--- src/rtl/car_datapath.sv ---
// Pixel-sweep datapath for the racing display: sweeps the background or the car box into the VGA adapter and holds the car position.
// Optional road pattern in the background colour is enabled by defining ROAD_STRIPES_EN.
module car_datapath #(
    parameter int unsigned SCREEN_W   = 160,
    parameter int unsigned SCREEN_H   = 120,
    parameter int unsigned CAR_W      = 4,
    parameter int unsigned CAR_H      = 4,
    parameter int unsigned START_X    = 78,
    parameter int unsigned START_Y    = 100,
    parameter int unsigned STEP       = 1,
    parameter logic [2:0]  BG_COLOUR  = 3'b010,
    parameter logic [2:0]  CAR_COLOUR = 3'b100
) (
    input  logic       clock,
    input  logic       reset,
    input  logic       draw_bg,
    input  logic       draw_car,
    input  logic       erase,
    input  logic       move_straight,
    input  logic       move_left,
    input  logic       move_right,
    output logic [7:0] counterx,
    output logic [7:0] countery,
    output logic [7:0] x,
    output logic [6:0] y,
    output logic [2:0] colour,
    output logic       plot_out,
    output logic       sweep_done,
    output logic [7:0] car_x,
    output logic [6:0] car_y
);

    localparam int unsigned XW = 8;
    localparam int unsigned YW = 7;
    localparam int unsigned CW = 3;
    localparam int unsigned XMAX = SCREEN_W - CAR_W;
    localparam int unsigned YWRAP = SCREEN_H - CAR_H;

    typedef enum logic [1:0] {
        MODE_NONE  = 2'd0,
        MODE_BG    = 2'd1,
        MODE_ERASE = 2'd2,
        MODE_CAR   = 2'd3
    } mode_t;

`ifdef ROAD_STRIPES_EN
    localparam int unsigned ROAD_LO  = 40;
    localparam int unsigned ROAD_HI  = 120;
    localparam int unsigned STRIPE_A = 79;
    localparam int unsigned STRIPE_B = 80;

    // Dark road between the verges, with a dashed white centre line (8 rows on, 8 off).
    function automatic logic [CW-1:0] bg_colour_at(input logic [XW-1:0] px, input logic [YW-1:0] py);
        logic [CW-1:0] c;
        c = BG_COLOUR;
        if (px >= XW'(ROAD_LO) && px < XW'(ROAD_HI))
            c = 3'b000;
        if ((px == XW'(STRIPE_A) || px == XW'(STRIPE_B)) && !py[3])
            c = 3'b111;
        return c;
    endfunction
`endif

    mode_t          mode;
    mode_t          prev_mode;
    logic [XW-1:0]  org_x;
    logic [YW-1:0]  org_y;

    logic [XW-1:0]  sweep_w;
    logic [XW-1:0]  sweep_h;
    logic [XW-1:0]  counterx_n;
    logic [XW-1:0]  countery_n;
    logic [XW-1:0]  org_x_n;
    logic [YW-1:0]  org_y_n;
    logic           emit;
    logic [XW-1:0]  px;
    logic [YW-1:0]  py;
    logic [CW-1:0]  bg_col;
    logic [CW-1:0]  pix_colour;
    logic [XW-1:0]  car_x_n;
    logic [YW-1:0]  car_y_n;
    logic [XW:0]    right_sum;

    // Mode select and sweep sequencing.
    always_comb begin
        mode       = MODE_NONE;
        sweep_w    = XW'(CAR_W);
        sweep_h    = XW'(CAR_H);
        counterx_n = counterx;
        countery_n = countery;
        org_x_n    = org_x;
        org_y_n    = org_y;
        emit       = 1'b0;

        if (draw_bg)
            mode = MODE_BG;
        else if (erase)
            mode = MODE_ERASE;
        else if (draw_car)
            mode = MODE_CAR;

        if (mode == MODE_BG) begin
            sweep_w = XW'(SCREEN_W);
            sweep_h = XW'(SCREEN_H);
        end

        if (mode == MODE_NONE || mode != prev_mode) begin
            // Origin is captured here so the box cannot move under an active sweep.
            counterx_n = '0;
            countery_n = '0;
            if (mode == MODE_BG) begin
                org_x_n = '0;
                org_y_n = '0;
            end else begin
                org_x_n = car_x;
                org_y_n = car_y;
            end
        end else if (counterx < sweep_w) begin
            emit = 1'b1;
            if (counterx == sweep_w - XW'(1)) begin
                if (countery < sweep_h - XW'(1)) begin
                    counterx_n = '0;
                    countery_n = countery + XW'(1);
                end else begin
                    counterx_n = sweep_w;
                end
            end else begin
                counterx_n = counterx + XW'(1);
            end
        end

        px = org_x + counterx;
        py = org_y + YW'(countery);
`ifdef ROAD_STRIPES_EN
        bg_col = bg_colour_at(px, py);
`else
        bg_col = BG_COLOUR;
`endif
        pix_colour = (mode == MODE_CAR) ? CAR_COLOUR : bg_col;
    end

    assign sweep_done = (mode != MODE_NONE) && (counterx == sweep_w);

    // Car movement, only while no sweep is requested.
    always_comb begin
        car_x_n   = car_x;
        car_y_n   = car_y;
        right_sum = (XW+1)'(car_x) + (XW+1)'(STEP);
        if (mode == MODE_NONE) begin
            if (move_straight) begin
                if (car_y >= YW'(STEP))
                    car_y_n = car_y - YW'(STEP);
                else
                    car_y_n = YW'(YWRAP);
            end else if (move_left) begin
                if (car_x >= XW'(STEP))
                    car_x_n = car_x - XW'(STEP);
                else
                    car_x_n = '0;
            end else if (move_right) begin
                if (right_sum > (XW+1)'(XMAX))
                    car_x_n = XW'(XMAX);
                else
                    car_x_n = XW'(right_sum);
            end
        end
    end

    always_ff @(posedge clock) begin
        if (reset) begin
            prev_mode <= MODE_NONE;
            counterx  <= '0;
            countery  <= '0;
            org_x     <= '0;
            org_y     <= '0;
            x         <= '0;
            y         <= '0;
            colour    <= '0;
            plot_out  <= 1'b0;
            car_x     <= XW'(START_X);
            car_y     <= YW'(START_Y);
        end else begin
            prev_mode <= mode;
            counterx  <= counterx_n;
            countery  <= countery_n;
            org_x     <= org_x_n;
            org_y     <= org_y_n;
            plot_out  <= emit;
            if (emit) begin
                x      <= px;
                y      <= py;
                colour <= pix_colour;
            end
            car_x     <= car_x_n;
            car_y     <= car_y_n;
        end
    end

endmodule

--- config.mk ---
export PLATFORM = sky130hd
export DESIGN_NAME = car_datapath
export DESIGN_NICKNAME = d
export VERILOG_FILES = /design/src/rtl/car_datapath.sv
export SDC_FILE = /design/constraint.sdc
export NUM_CORES = 1
export LEC_CHECK = 0
export CAP_MARGIN = 20
export CORE_UTILIZATION = 41
export DETAILED_ROUTE_END_ITERATION = 16
export PLACE_DENSITY = 0.63
export RECOVER_POWER = 100
export SLEW_MARGIN = 20
export SYNTH_ARGS = -nofsm -noshare
export SYNTH_HDL_FRONTEND = slang
export SYNTH_SLANG_ARGS = --single-unit
--- constraint.sdc ---
create_clock -name clock -period 6.3 [get_ports clock]
set_input_delay 0.945 -clock clock [delete_from_list [all_inputs] [get_ports clock]]
set_output_delay 0.945 -clock clock [all_outputs]
set_load 0.03 [all_outputs]
Word level (Yosys, flattened, before mapping):

Cells that the tools add are included.

* $add $sub $neg: 9
* multipliers: 0
* div/mod/pow operators: 0
* order comparisons: 5
* equal/unequal tests: 5
* shift operators: 0
* mux-type cells: 17
* bitwise logic cells: 1
* reduce and logical (&&, ||, !) cells: 9

Operators by type and width (number)
* 8-bit two-way mux: 8
* 8-bit by 1-bit subtractor with 8-bit output, second input constant: 3
* 7-bit two-way mux: 3
* 8-bit by 1-bit adder with 8-bit output, second input constant: 2
* 8-bit == test: 2
* 8-bit < comparator: 2
* 8-bit by 1-bit adder with 9-bit output, second input constant: 1
* 9-bit by 8-bit > comparator with 1-bit output, second input constant: 1
* 8-bit adder: 1
* 8-bit by 1-bit >= comparator with 1-bit output, second input constant: 1
* 7-bit adder: 1
* 7-bit by 1-bit >= comparator with 1-bit output, second input constant: 1
* 7-bit by 1-bit subtractor with 7-bit output, second input constant: 1
* 2-bit two-way mux: 3
* 3-bit AND reduction: 2
* 2-bit nonzero test: 2
* 3-bit two-way mux: 1
* 2-bit by 1-bit == test with 1-bit output, second input constant: 1
* 2-bit == test, second input constant: 1
* 2-bit zero test: 1
* 1-bit two-way mux: 2
* 2-bit inequality test: 1
* 2-bit AND reduction: 1
* 2-bit OR reduction: 1
* 3 further kinds: 3

* bits in registers: 67
* latch bits: 0
* RAM bits: 0
* bits in read-only memories: 0
* input bits: 8
* output and inout port bits: 51
* word-level logic and storage cells: 57
* memories: 0

Depth between registers and ports, before layout:

* depth after elaboration: 9
* mapped depth: 9
* depth with buffers taken out: 8

Worst setup path before layout:

OpenSTA, ideal clock, no wires.

* path type: input port to output port
* start point: in draw_bg
* end point: out sweep_done
* arrival: 2.115 ns
* required time: 5.355 ns
* path slack: 3.240 ns
* stages on the path: 5
* path buffers: 1
* path through: buf_6 inv_1 ha_1 nand3b_1 nor2_1

* word-level cells in the longest chain between the ends: 5
* elaborated cells between the ends (all ways): 6
* classes of those cells: eq/ne (2); mux (2); reduce/logical (2)

Ends and longest elaborated chain
* start: declaration: RTL line 16 `input logic draw_bg,`
* 2-bit two-way mux *: RTL line 95 `if (draw_bg)`
* 2-bit by 1-bit == test with 1-bit output: RTL line 102 `if (mode == MODE_BG) begin`
* 8-bit two-way mux: RTL line 102
* 8-bit == test: RTL line 142 `assign sweep_done = (mode != MODE_NONE) && (counterx == sweep_w);`
* 1-bit logical AND *: RTL line 142
* end: declaration: RTL line 28 `output logic sweep_done,`

Every way passes the cells marked *; elsewhere a longest branch is shown, timed or not.

Worst setup path after layout:

* start point: in draw_bg
* end point: reg colour[1]

* word-level cells in the longest chain between the ends: 6
* elaborated cells between the ends (all ways): 11
* classes of those cells: order compare (1); eq/ne (3); mux (5); reduce/logical (2)

Ends and longest elaborated chain
* 2-bit two-way mux *: RTL line 95
* 2-bit by 1-bit == test with 1-bit output: RTL line 102
* 8-bit two-way mux: RTL line 102
* 8-bit < comparator: RTL line 118 `end else if (counterx < sweep_w) begin`
* 1-bit two-way mux: RTL line 118
* 1-bit two-way mux: RTL line 107 `if (mode == MODE_NONE || mode != prev_mode) begin`
* end signal: assignment: RTL line 192 `colour <= pix_colour;`
* end: declaration: RTL line 26 `output logic [2:0] colour,`

Marked as above.
A chain may end at the register's enable or synchronous reset.

==> metrics <==
clk slew on worst S/H paths 80 ps; Site Rows 36; drt via density 5.56; WL final 10400 um; P_leak 0.00191 uW; vias in the first global route 3452; Hold Path Class register to register; commonest non-fill, non-tap cell in the layout dfxtp_1; Final Cycle Share 0.765; number of routed nets with antenna violations 0; CP top delay family compound AO/OA/AOI/OAI gates; P&R area growth vs syn 17.9%; largest family of logic cells by synthesized area compound AO/OA/AOI/OAI gates; Max FO, Critical Path 17; die width 102 um; critical path type input port to register; Setup-failing EPs final 0; Final Hold Vio Count 0; RSZ-0062 raised after global routing false; CP most frequent cell a211oi_1; DP HPWL 7520 um; Fin Setup TNS 0 ps; Syn Area/Cell 8.47 um^2; Syn Inst Count 484; post-synthesis sequential area ratio 0.322; core area 9730 um^2; required time worst endpoint 6460 ps; CTS tree built; First DRT Iteration DRCs 159; Final Power 881 uW; total gr overflow 0; Tmin final 4820 ps; post-CTS setup buffers 0; kind of end point of the critical path register; Max Root-Sink Buffers 2; failing checks max-capacitance violations, max-slew violations; Buf+Inv Stages, Crit Path 2; initial antenna violation count 0; Setup Skew 8.42 ps; Post-Synth Adder-Cell Area 0.0983; Pwr per Cell Area 182 nW/um^2; Root Buffer clkbuf_8; post-synth cell types 71; asr flop ratio synth 0; Starting Density 0.421; die area 10400 um^2; syn nets 523; CP Data Arrival Time 4980 ps; H-Tree Depth 3; Storage cell area 1320 um^2; met2 global-route usage 0.339; commonest cells after routing, fill and taps aside dfxtp_1, dlygate4sd3_1, nand2_1, nor2_1, ha_1; first-pass GRT wire length 16800 um; Final Max Tran Viols 71; Max Fclk 0.208 GHz; Worst VDD drop 0.000113 V; post-cts resize count 0; GPL Wtd Cong 0.818; Yosys reg bits 66; Synth Area in Compound Gates 0.237; xor/xnor share of the synthesized area 0.0363; buffers added on ports 57; crit-path max cell delay 1550 ps; first-pass iteration count of the detailed router 4; largest net degree at the start of global routing 37; GR Layer Usage met1 0.271; dominant cell type by area after synthesis dfxtp_1; filler cell count 991; I/O pin cnt 59; CTS Buf Count 9; Max-slew headroom -0.266; GRT Total Usage 0.209; Slew @ Worst Pin 1890 ps; total number of vias 3710; share of the synthesized area in the top cell type 0.322; DRC errors left 0; status complete, but fails checks; GR peak layer met2; EDFF count, synth 0; area of the multi-input gates 2480 um^2; simple-gate area share of the yosys netlist 0.236; antenna cell count 0; WL/cell 15.6 um; Max-cap violations 3; crit path cell chain dlygate4sd3_1 > inv_1 > ha_1 > a211oi_1 > o32ai_1 > a211oi_1 > nand3_1 > nor3b_1; Nets 568; Die Height 102 um; synthesized area 4100 um^2; clock latency on the worst-skew pair 340 ps; Critical-path top delay cell a211oi_1; TritonCTS Sinks 66; share of cells above drive strength 1 0.0449; Synthesis Warnings 0; Main synth FF type dfxtp_1; Hold Buf Count CTS 0; CP startpoint kind input port; post-synthesis mux area share 0.0122; top cells by area, synth dfxtp_1, ha_1, nand2_1; met3 usage 0.0499
==> flip-flops by register name, indices dropped and copies added (netlist names) <==
signal,count
y,7
plot_out,1
car_x,8
car_y,7
countery,8
prev_mode,2
counterx,8
org_x,8
org_y,7
x,8
colour,2
==> tightest hold or removal path: cells and delay by family, from the launching register on <==
family / cells / cell delay [ps]
DFF: 1 / 310
and+or+nand+nor: 1 / 50
AOI/OAI and AO/OA: 1 / 50
==> cell families (layout without fill, tap and decap cells) <==
| kind of cell | Yosys count | after routing |
|---|---|---|
| mux | 5 | 5 |
| compound gates | 133 | 133 |
| fa+ha+maj | 31 | 31 |
| other cells | 1 | 1 |
| simple gates | 182 | 182 |
| buf+inv | 49 | 99 |
| xor+xnor | 17 | 17 |
| flops | 66 | 66 |
==> cell type report <==
cell class | count | share of cell area
multi-input cells | 369 | 0.513
flip-flops and latches | 66 | 0.273
repair buffers | 59 | 0.120
well taps | 133 | 0.0344
clock buffers | 9 | 0.0256
inverters | 24 | 0.0186
clock inverters | 7 | 0.0145
==> report_power, final <==
part | switching, uW | total, uW | internal [uW]
Sequential | 10.2 | 437 | 427
Clock | 170 | 352 | 182
Combinational | 57.2 | 92.0 | 34.7
Total | 238 | 881 | 644
==> through the flow <==
step	hold slack (ps)	utilization	cell area, um^2	cells	setup slack, ps
2_1_floorplan	453	-	4100	484	3240
3_3_place_gp	440	0.484	4710	651	2050
3_5_place_dp	447	0.484	4710	651	1980
4_1_cts	458	0.504	4900	667	1980
5_1_grt	473	0.497	4830	667	1020
6_report	448	0.497	4830	667	1480
==> layer usage <==
metal,vias to the layer above,wire [um]
li1,1865,-
met1,1739,4890
met2,95,4830
met3,11,579
met4,0,116
met5,-,0
==> Yosys cell counts (5+ instances only) <==
cell       n
nor2_1    32
nor2b_1   10
or3_1     12
o21a_1     6
dfxtp_1   66
inv_1     24
a21o_1     6
ha_1      29
nand2_1   47
a211oi_1   7
o21ai_0   23
nand2b_1   7
nand3_1   14
buf_2      6
a31oi_1    6
and3_1     7
nor3_1    22
mux2i_1    5
o211ai_1   5
clkbuf_1   9
a21oi_1   27
a22o_1    13
xnor2_1   13
==> final timing paths <==
path,start,to,slack (ps),depth (start not counted)
hold reg to reg,x[4],x[4],450,2
setup reg to reg,counterx[5],colour[1],2730,6
hold / removal,x[4],x[4],450,2
setup / recovery,draw_bg,colour[1],1480,8
No activity file was read; power rests on OpenSTA's default activity.
